===== config.mk =====
export PLATFORM = sky130hd
export DESIGN_NAME = sample_mem_arbiter
export DESIGN_NICKNAME = d
export VERILOG_FILES = /design/src/rtl/sample_mem_pkg.sv /design/src/rtl/sample_mem_arbiter_rd_valid_pipe.sv /design/src/rtl/sample_mem_arbiter.sv
export SDC_FILE = /design/constraint.sdc
export NUM_CORES = 1
export LEC_CHECK = 0
export ABC_AREA = 1
export BUFFER_PORTS_ARGS = -buffer_cell sky130_fd_sc_hd__buf_2
export CAP_MARGIN = 20
export CELL_PAD_IN_SITES_DETAIL_PLACEMENT = 1
export CELL_PAD_IN_SITES_GLOBAL_PLACEMENT = 2
export CORE_UTILIZATION = 17
export DETAILED_ROUTE_END_ITERATION = 8
export MAX_ROUTING_LAYER = met4
export PLACE_DENSITY_LB_ADDON = 0.1
export SLEW_MARGIN = 20
export SYNTH_ARGS = -nofsm -noshare
export SYNTH_HDL_FRONTEND = slang
export SYNTH_SLANG_ARGS = --single-unit

===== constraint.sdc =====
create_clock -name clk -period 1.3 [get_ports clk]
set_input_delay 0.13 -clock clk [delete_from_list [all_inputs] [get_ports clk]]
set_output_delay 0.13 -clock clk [all_outputs]
set_load 0.03 [all_outputs]

===== src/rtl/sample_mem_pkg.sv =====
// Shared types and constants for the sample RAM arbiter.
// Used by the arbiter top and its read-return pipeline.
package sample_mem_pkg;

  typedef enum logic {
    ACQUIRE = 1'b0,
    LOCKED  = 1'b1
  } arb_state_t;

  localparam int MEM_DEPTH_C = 102400;
  localparam int ADDR_W_C    = 17;

endpackage


===== src/rtl/sample_mem_arbiter_rd_valid_pipe.sv =====
// Read-return delay line: tracks accepted reads for RD_LAT cycles and
// presents RAM data (or zero for out-of-range reads) with rd_valid.
module rd_valid_pipe #(
  parameter int RD_LAT = 2,
  parameter int DATA_W = 16
) (
  input  logic              clk,
  input  logic              reset_n,
  input  logic              in_valid,
  input  logic              in_zero,
  input  logic [DATA_W-1:0] ram_rdata,
  output logic              out_valid,
  output logic [DATA_W-1:0] out_data
);

  logic [RD_LAT-1:0] valid_sr;
  logic [RD_LAT-1:0] zero_sr;
  logic [DATA_W-1:0] data_q;

  always_ff @(posedge clk or negedge reset_n) begin
    if (!reset_n) begin
      valid_sr <= '0;
      zero_sr  <= '0;
      data_q   <= '0;
    end else begin
      valid_sr[0] <= in_valid;
      zero_sr[0]  <= in_zero;
      for (int i = 1; i < RD_LAT; i++) begin
        valid_sr[i] <= valid_sr[i-1];
        zero_sr[i]  <= zero_sr[i-1];
      end
      if (out_valid) begin
        data_q <= out_data;
      end
    end
  end

  // Data passes straight through on the return cycle, then is held.
  always_comb begin
    out_valid = valid_sr[RD_LAT-1];
    out_data  = data_q;
    if (out_valid) begin
      out_data = zero_sr[RD_LAT-1] ? '0 : ram_rdata;
    end
  end

endmodule


===== src/rtl/sample_mem_arbiter.sv =====
// Single-port sample RAM arbiter: acquisition writes win with a read
// starvation guard; a completed frame is frozen for host reads.
module sample_mem_arbiter
  import sample_mem_pkg::*;
#(
  parameter int ADDR_W     = ADDR_W_C,
  parameter int DATA_W     = 16,
  parameter int MEM_DEPTH  = MEM_DEPTH_C,
  parameter int RD_LAT     = 2,
  parameter int STARVE_MAX = 8
) (
  input  logic              clk,
  input  logic              reset_n,
  input  logic              wr_req,
  input  logic [ADDR_W-1:0] wr_addr,
  input  logic [DATA_W-1:0] wr_data,
  output logic              wr_ready,
  input  logic              rd_req,
  input  logic [ADDR_W-1:0] rd_addr,
  output logic              rd_ready,
  output logic              rd_valid,
  output logic [DATA_W-1:0] rd_data,
  input  logic              frame_done,
  input  logic              frame_release,
  output logic              frame_locked,
  output logic              frame_overrun,
  output logic              addr_err,
  output logic [ADDR_W-1:0] ram_addr,
  output logic              ram_we,
  output logic [DATA_W-1:0] ram_wdata,
  input  logic [DATA_W-1:0] ram_rdata
);

  localparam int CNT_W = $clog2(STARVE_MAX + 1);
  localparam logic [CNT_W-1:0] STARVE_LIM = CNT_W'(STARVE_MAX);
  localparam logic [ADDR_W:0]  DEPTH_L    = (ADDR_W + 1)'(MEM_DEPTH);

  arb_state_t       state;
  arb_state_t       next_state;
  logic [CNT_W-1:0] starve_cnt;
  logic [CNT_W-1:0] starve_nxt;
  logic             wr_grant;
  logic             rd_grant;
  logic             wr_in_range;
  logic             rd_in_range;

  assign wr_in_range = ({1'b0, wr_addr} < DEPTH_L);
  assign rd_in_range = ({1'b0, rd_addr} < DEPTH_L);

  // Grants are held off while reset is asserted so every output idles at zero.
  always_comb begin
    wr_grant   = 1'b0;
    rd_grant   = 1'b0;
    next_state = state;
    starve_nxt = '0;
    case (state)
      ACQUIRE: begin
        if (reset_n) begin
          if (wr_req && !(rd_req && starve_cnt == STARVE_LIM)) begin
            wr_grant = 1'b1;
          end else if (rd_req) begin
            rd_grant = 1'b1;
          end
        end
        if (rd_req && !rd_grant) begin
          starve_nxt = (starve_cnt == STARVE_LIM) ? starve_cnt : starve_cnt + 1'b1;
        end
        if (frame_done) begin
          next_state = LOCKED;
        end
      end
      LOCKED: begin
        rd_grant = reset_n && rd_req;
        if (frame_release) begin
          next_state = ACQUIRE;
        end
      end
      default: next_state = ACQUIRE;
    endcase
  end

  always_comb begin
    wr_ready     = wr_grant;
    rd_ready     = rd_grant;
    ram_we       = wr_grant && wr_in_range;
    ram_wdata    = wr_grant ? wr_data : '0;
    ram_addr     = '0;
    frame_locked = (state == LOCKED);
    if (wr_grant) begin
      ram_addr = wr_addr;
    end else if (rd_grant) begin
      ram_addr = rd_addr;
    end
  end

  always_ff @(posedge clk or negedge reset_n) begin
    if (!reset_n) begin
      state         <= ACQUIRE;
      starve_cnt    <= '0;
      frame_overrun <= 1'b0;
      addr_err      <= 1'b0;
    end else begin
      state      <= next_state;
      starve_cnt <= starve_nxt;
      // Release takes precedence over a coincident frame_done.
      if (state == LOCKED) begin
        if (frame_release) begin
          frame_overrun <= 1'b0;
        end else if (frame_done) begin
          frame_overrun <= 1'b1;
        end
      end
      if ((wr_grant && !wr_in_range) || (rd_grant && !rd_in_range)) begin
        addr_err <= 1'b1;
      end
    end
  end

  rd_valid_pipe #(
    .RD_LAT(RD_LAT),
    .DATA_W(DATA_W)
  ) u_rd_valid_pipe (
    .clk      (clk),
    .reset_n  (reset_n),
    .in_valid (rd_grant),
    .in_zero  (!rd_in_range),
    .ram_rdata(ram_rdata),
    .out_valid(rd_valid),
    .out_data (rd_data)
  );

endmodule


Yosys cells after proc, flatten, opt, wreduce, memory -nomap -nowiden --
Index checks and enable logic that the tools add are counted.
Storage, ports and cells: register bits after elaboration 27, bits in latches 0, RAM bits 0, memory bits (read-only) 0, input bits 72, output and inout port bits 56, logic and storage cells 48, memories kept 0
Operators by class: $add $sub $neg 1, $mul 0, divide/modulo/power cells 0, order comparisons 2, equality and inequality tests 2, shifts and indexed selects 0, multiplexer cells 21, bitwise operators 1, reduce and logical (&&, ||, !) cells 14
Operators with widths (count):
- $mux 16 | 3
- $lt 17x17->1 const B | 2
- $mux 17 | 2
- $mux 4 | 3
- $mux 1 | 11
- $logic_and 1x1->1 | 7
- $add 4x1->4 const B | 1
- $eq 4x4->1 const B | 1
- $logic_not 1->1 | 4
- $pmux 1 s2 | 2
- $ne 3x3->1 const B | 1
- $reduce_and 2->1 | 1
- $reduce_bool 2->1 | 1
- $logic_or 1x1->1 | 1
- $not 1->1 | 1

Logic depth before layout (Yosys ltp) --
Gate-level depths: netlist (run 1).
word-level depth 11, mapped depth 9, mapped depth without buffers 8

By module --
A second synthesis (run 1) with hierarchy kept.
Second synthesis, totals: cells, all modules 235, area total of the unflattened synthesis 1742.9 µm²
Modules (own cells, without submodules):
- rd_valid_pipe | times used 1, cells an instance 90, area each 903.4 µm², seq. area each 500.5 µm²
- sample_mem_arbiter | times used 1, cells an instance 145, area each 839.6 µm², seq. area each 175.2 µm²

Worst setup path after synthesis (run 1) --
OpenSTA, ideal clock, no wires.
path kind register to output, from reg starve_cnt[0], to out ram_addr[12], arrival 1625 ps, required time 1170 ps, slack -455 ps, cell stages (with the launch flop) 7, buffers on the path 0, path through dfrtp_1 > inv_1 > ha_1 > nand4_2 > nand3_2 > nand2_1 > o21ai_0
On the way: word-level cells in the longest chain between the ends 10, elaborated cells on any way between the ends 13, classes of those cells 1 x eq/ne; 9 x mux; 3 x reduce/logical
RTL lines:
- from (decl) | line sample_mem_arbiter.sv:40 | logic [CNT_W-1:0] starve_cnt;
- from (signal assigned) | line sample_mem_arbiter.sv:104 | starve_cnt <= starve_nxt;
- $eq 4x4->1 (*) | line sample_mem_arbiter.sv:59 | if (wr_req && !(rd_req && starve_cnt == STARVE_LIM)) begin
- $logic_and 1x1->1 (*) | line sample_mem_arbiter.sv:59
- $logic_not 1->1 (*) | line sample_mem_arbiter.sv:59
- $logic_and 1x1->1 (*) | line sample_mem_arbiter.sv:59
- $mux 1 | line sample_mem_arbiter.sv:59
- $mux 1 | line sample_mem_arbiter.sv:58 | if (reset_n) begin
- $mux 1 | line sample_mem_arbiter.sv:56 | case (state)
- $pmux 1 s2 | line sample_mem_arbiter.sv:56
- $mux 17 | line sample_mem_arbiter.sv:91 | end else if (rd_grant) begin
- $mux 17 (*) | line sample_mem_arbiter.sv:89 | if (wr_grant) begin
- to (decl) | line sample_mem_arbiter.sv:28 | output logic [ADDR_W-1:0] ram_addr,
Every way passes the cells marked *; elsewhere a longest branch is shown, timed or not. The select of a mux whose other input is x is not followed.

Final worst setup path (run 1) --
Same ends and word-level chain as after synthesis.

==> impl_metrics.yaml, run 1 <==
route:
  firstDrtPassIters: 2
  avgViaCountPerCell: 3.97
  vias: 2124
  ant_nets: 0
  totalWireLength_um: 6820
  post_drt_wl_per_cell_um: 12.7
  drt_iter0_markers: 19
  remaining_drc_errors: 0
grt:
  gr-total-overflow: 0
  grt_pass1_vias: 2255
  grt_pass1_wl_um: 11200
  grt_max_degree: 29
  antenna_found_initial: 0
  globalRouteTotalUtil: 0.147
setup_path:
  critPathArrivalTime_ns: 1.70
  cp-startpoint: "starve_cnt[0]"
  crit_fanout: 3
  r2r_start: "starve_cnt[0]"
  critPathRequiredTime_ns: 1.17
  path_class: "reg2out"
  cp-start-kind: "flip-flop"
  end_kind: "output pin"
synth:
  synthArstFlopShare: 1.00
  synth_flop_cell: "dfrtp_1"
  synth_edf_count: 0
  ys_warn_count: 0
  synth_top_area_frac: 0.417
  synthTopCellsByCount: "58 x nand2_1, 42 x inv_1, 35 x o21ai_0, 27 x dfrtp_1, 23 x nor2_1"
  yosysMostFrequentCell: "nand2_1"
  synth_area_per_cell_um2: 6.95
  synth_area_mm2: 0.00162
  synthTopCellsByArea: "dfrtp_1 42%, nand2_1 13%, o21ai_0 11%, inv_1 9.7%, nand3_1 6.8%"
  synth_top_area_cell: "dfrtp_1"
  syn_nets: 307
  yosysSeqAreaShare: 0.417
  synth_seq_cells: 27
  synthCells: 233
  yosysUniqueCellTypes: 21
timing:
  relSlewSlack: 0.742
  slew_violations: 0
  hold_violations: 27
  tns_ns: -19.91
  fin_crit_sh: 1.41
  rsz0062_at_grt: "true"
  finalSetupViolCount: 54
  finClkSkew_ns: 0.00162
  finalCriticalPeriod_ns: 1.83
  fmax_ghz: 0.546
  setup_ws_ns: -0.532
  worstMarginPinSlew_ns: 0.385
  fin_worst_hold_slack_ns: -0.109
place:
  gp_congestion: 0.695
  dp_hpwl_um: 4430
  port-buffer-count: 127
  dp_cells: 498
  place_ws_ns: -0.344
power:
  pwr-share-comb: 0.547
  power_density_mw_per_mm2: 795
  ir_drop_uv: 444
  swShare: 0.398
  clockPowerShare: 0.148
  p_leak_uw: 0.00204
  pwr-share-seq: 0.305
  p_switching_uw: 1300
  power.internal_uw: 1970
cts:
  clk_latency_ns: 0.27
  clock-sinks: 27
  clockBufferDepth: 2
  cts-buffers-inserted: 3
  clockRootBuffer: "clkbuf_8"
  ctsHtreeMaxLevel: 1
  cts_tree: "yes"
  cts.clk_slew.worst_paths_ns: 0.09
layout:
  n_antenna_cell: 0
  drive_gt1_frac: 0.702
  post_layout_nonfiller_instances: 535
  final_nets: 481
  area_growth_syn_to_layout_pct: 153
floorplanning:
  die_area_mm2: 0.00993
  die-width_um: 99.6
  fp.coreArea_mm2: 0.00924
  start_util: 0.175
  boundaryPins: 128
  rows: 35
  die_h_um: 99.6
run:
  drv_cap: 0
status:
  status: "complete, but fails checks"
  violations: "hold timing, setup timing"
min_path:
  hp-class: "in2async"
[cells by family after synthesis]
logic type | Yosys count | share of synthesized area
buffers and inverters | 55 | 0.153
adders and majority gates | 2 | 0.0154
AOI/OAI and AO/OA | 39 | 0.124
and+or+nand+nor | 108 | 0.280
DFF | 27 | 0.417
xor gates and xnor gates | 2 | 0.0108
[final timing paths]
kind	endpoint	slack (ns)	depth (start not counted)
min in group clk	frame_locked	0.06	2
min reg2reg	u_rd_valid_pipe.zero_sr[1]	0.36	0
max in group asynchronous	u_rd_valid_pipe.valid_sr[1]	1.12	2
min	starve_cnt[2]	-0.11	2
max	ram_addr[12]	-0.53	9
max reg2reg	addr_err	-0.14	10
[through the flow]
stage                     hold WS (ns)  utilization  total power (uW)  area, um2
final                           -0.109        0.444              3260       4110
after floorplan                 -0.166            -              1830       1990
after global placement           0.210        0.312              2230       2890
after global routing           -0.0818        0.444              3490       4110
after CTS                      -0.0978        0.420              3220       3880
after detailed placement         0.209        0.312              2250       2890
[what timing repair did]
item / in CTS / in global routing
resized for setup: 181 / 42
pin swaps: 32 / 15
cloned: 8 / 0
endpoints found under the hold margin: 27 / 27
setup buffers: 20 / 8
setup endpoints to repair: 55 / 59
[flip-flops by register name, indices dropped and copies added (netlist names)]
register,cells
addr_err,1
frame_locked,1
frame_overrun,1
starve_cnt,4
u_rd_valid_pipe.data_q,16
u_rd_valid_pipe.valid_sr,2
u_rd_valid_pipe.zero_sr,2
[placed cells by master, fill, tap and decap left out]
master and n:
clkbuf_8 3, nor2_4 18, inv_1 38, o21ai_2 9, a21oi_1 2, clkinv_8 2
nand3_4 16, buf_4 34, clkbuf_1 1, a21o_1 1, dfrtp_2 1, buf_2 74
inv_2 5, nor3_1 1, nand2_8 1, clkbuf_16 1, nor2_1 6, xor2_1 2
dfrtp_1 26, buf_16 4, inv_8 1, buf_8 3, nand3_2 3, o21a_1 1
nand2_2 6, buf_6 55, nand2_1 19, nand3_1 4, nand2_4 33, o21ai_4 6
ha_4 2, o21ai_0 16, o21ai_1 4, buf_12 7, nand4_4 1
[power groups by stage]
stage | Combinational, uW | Clock (uW) | Sequential (uW)
after floorplan | 795 | 0 | 1030
after global placement | 1220 | 0 | 1010
after detailed placement | 1240 | 0 | 1010
after CTS | 1710 | 522 | 996
after global routing | 1920 | 568 | 1010
final | 1790 | 484 | 996
[worst max-delay path: stages (launching register included)]
cell	delay, ns
dfrtp_1	0.40
inv_2	0.08
ha_4	0.14
nand4_4	0.08
nand3_4	0.09
buf_6	0.12
nand2_8	0.08
buf_4	0.15
o21ai_2	0.13
buf_6	0.15
[layout make-up]
cell class | instances | area [um2]
multi-input cells | 151 | 1450
flip-flops and latches | 27 | 677
inverters | 45 | 189
clock buffers | 4 | 45.0
repair buffers | 178 | 1570
well taps | 129 | 161
fillers | 1068 | 5130
repair inverters | 1 | 16.3
[per-layer routing]
layer,global-route usage,wire length (um),vias to the layer above,share of wire
li1,-,-,1064,-
met1,0.174,2810,992,0.41
met2,0.263,3750,66,0.55
met3,0.0246,255,2,0.037
met4,0.0238,8,0,0.0012
met5,-,0,-,0
Power figures use the tool's default switching activity.
==> run 2, diff against run 1 <==
Settings changed: CAP_MARGIN 20 to 25, CORE_UTILIZATION 17 to 18, SYNTH_HIERARCHICAL from default to 1.
==> impl_metrics.yaml, run 2 <==
synth:
  yosysMostFrequentCell: "nand2_1"
  synthCells: 235
  syn_nets: 309
  synth_area_mm2: 0.00174
  synth_top_area_frac: 0.388
  synth_edf_count: 0
  synth_seq_cells: 27
  synth_compound_area_frac: 0.0215
  synth_flop_cell: "dfrtp_1"
  synthTopCellsByArea: "dfrtp_1 39%, nand2_1 19%, nand2_4 6.5%, inv_1 5.8%, nand3_1 5.7%"
  synth_top_family_by_area: "simple AND/OR/NAND/NOR gates"
  synth_top_area_cell: "dfrtp_1"
  synth_adder_area_share: 0.0144
  yosysUniqueCellTypes: 24
  synthTopCellsByCount: "87 x nand2_1, 27 x dfrtp_1, 27 x inv_1, 25 x nor2_1, 20 x nand3_1"
  muxShareOfSynthArea: 0
  yosysSeqAreaShare: 0.388
  synth_area_per_cell_um2: 7.42
  synthArstFlopShare: 1.00
  ys_warn_count: 6
  synthSimpleGateAreaFrac: 0.436
  synth-xor-area-share: 0.0101
floorplanning:
  die_h_um: 100
  die-width_um: 100
  die_area_mm2: 0.0101
  boundaryPins: 128
  rows: 35
  start_util: 0.187
  fp.coreArea_mm2: 0.00933
layout:
  n_antenna_cell: 0
  final_util: 0.398
  top_regs: "u_rd_valid_pipe/data_q x16, starve_cnt x4"
  regMostFlops: "u_rd_valid_pipe/data_q"
  final_nets: 467
  final_common_cell: "buf_2"
  final_area_mm2: 0.00371
  drive_gt1_frac: 0.694
  largest_reg_flops: 16
  area_growth_syn_to_layout_pct: 113
  most-common-layout-cells: "74 x buf_2, 50 x buf_6, 47 x nand2_1, 34 x nand2_4, 28 x buf_4"
timing:
  slew_violations: 0
  hold_violations: 0
  relSlewSlack: 0.725
  setup_ws_ns: -0.544
  rsz0062_at_grt: "true"
  finClkSkew_ns: 0.00207
  fmax_ghz: 0.542
  worstMarginPinSlew_ns: 0.411
  finalCriticalPeriod_ns: 1.84
  fin_crit_sh: 1.42
  finalSetupViolCount: 55
power:
  power_density_mw_per_mm2: 847
  p_leak_uw: 0.00193
  ir_drop_uv: 394
setup_path:
  cp_slowest_stage_delay_ns: 0.38
  cp_cell_sequence: "inv_2 > ha_4 > nand4_4 > nand3_4 > nor2_4 > buf_12 > buf_8 > nand2_2 > nand2_4 > buf_6"
  path_class: "reg2out"
  r2r_cells: 10
  critical_path.slowest_cell: "dfrtp_1"
  end_kind: "output pin"
  crit_fanout: 6
  critPathArrivalTime_ns: 1.71
  critPathRequiredTime_ns: 1.17
  cp-start-kind: "flip-flop"
  cp.depth: 10
  cp_num_buf_inv: 4
  crit_family: "simple AND/OR/NAND/NOR gates"
cts:
  cts_tree: "yes"
  clock-sinks: 27
  clockRootBuffer: "clkbuf_8"
  cts.clk_slew.worst_paths_ns: 0.10
  clk_latency_ns: 0.28
  ctsHtreeMaxLevel: 1
  clockBufferDepth: 2
  cts-buffers-inserted: 3
route:
  firstDrtPassIters: 3
  totalWireLength_um: 6170
  remaining_drc_errors: 0
  vias: 2065
  drt_iter0_markers: 37
  post_drt_wl_per_cell_um: 11.8
  avgViaCountPerCell: 3.96
  ant_nets: 0
place:
  port-buffer-count: 127
  place_ws_ns: -0.410
  dp_hpwl_um: 4610
  place_area_mm2: 0.00282
  gp_congestion: 0.734
grt:
  antenna_found_initial: 0
  grt_pass1_vias: 2166
  grt_pass1_wl_um: 9890
  met1_usage: 0.147
  globalRouteTotalUtil: 0.128
  grt_max_degree: 23
  use_met3: 0.0237
  top_usage_layer: "met2"
  gr-total-overflow: 0
  use_met2: 0.231
run:
  drv_cap: 0
min_path:
  hold_depth: 2
  hp-class: "in2reg"
status:
  violations: "setup timing"
  status: "complete, but fails checks"
## run 2: cell types whose count changed after synthesis, moves of 4 or more
cell / change
clkbuf_1: -4
o21ai_0: -32
inv_1: -15
nand2_1: +29
nand2_2: +9
nand2_4: +10
## run 2: final timing paths
path	startpoint	slack (ns)	end
hold / removal	frame_release	0.05	frame_locked
setup / recovery	starve_cnt[1]	-0.54	ram_addr[5]
min in group asynchronous	reset_n	0.40	starve_cnt[1]
max in group asynchronous	reset_n	0.58	u_rd_valid_pipe/valid_sr[1]
setup reg to reg	starve_cnt[1]	-0.17	addr_err
hold reg to reg	u_rd_valid_pipe/valid_sr[0]	0.36	u_rd_valid_pipe/valid_sr[1]
## run 2: worst reg2reg max path: cells and delay by family (launching register included)
kind          cells  cell delay (ns)
simple gates      5             0.44
flops             1             0.38
buf+inv           4             0.44
fa+ha+maj         1             0.16
## run 2: cells by family after synthesis
kind of cell / after synthesis
AOI/OAI and AO/OA: 7
xor gates and xnor gates: 2
adders and majority gates: 2
buffers and inverters: 40
DFF: 27
and+or+nand+nor: 157
## run 2: layout make-up
type	instances	area, um2
Timing Repair Buffer	159	1270
Inverter	32	145
Sequential cell	27	677
Clock buffer	3	41.3
Timing Repair inverter	2	15.0
Clock inverter	1	7.51
Multi-Input combinational cell	168	1400
Fill cell	1105	5610
Tap cell	129	161
## run 2: layer usage
layer	routed length, um	up-vias
met4	29	0
met5	0	-
met2	3310	66
met1	2520	972
met3	315	2
li1	-	1025
## run 2: what timing repair did
item,4_1_cts,5_1_grt
setup endpoints to repair,54,58
cloned,3,0
hold buffers,1,0
resized for setup,166,26
pin swaps,23,24
hold endpoints to repair,27,0
buffers inserted,11,7
## run 2: power breakdown
group	internal, uW	switching [uW]	total (uW)	leakage, uW
Combinational	702	911	1610	0.00157
Clock	218	287	505	0.0000217
Sequential	955	74.3	1030	0.000340
## run 2: per-stage QoR
| stage | TNS, ns | total power, uW | cells | hold slack (ns) |
|---|---|---|---|---|
| after floorplan | -5.61 | 1870 | 235 | -0.166 |
| after global placement | -11.91 | 2240 | 499 | 0.0965 |
| after detailed placement | -14.24 | 2260 | 499 | 0.107 |
| after CTS | -22.10 | 3160 | 518 | 0.0521 |
| after global routing | -25.66 | 3350 | 521 | 0.0560 |
| final | -20.79 | 3150 | 521 | 0.0516 |
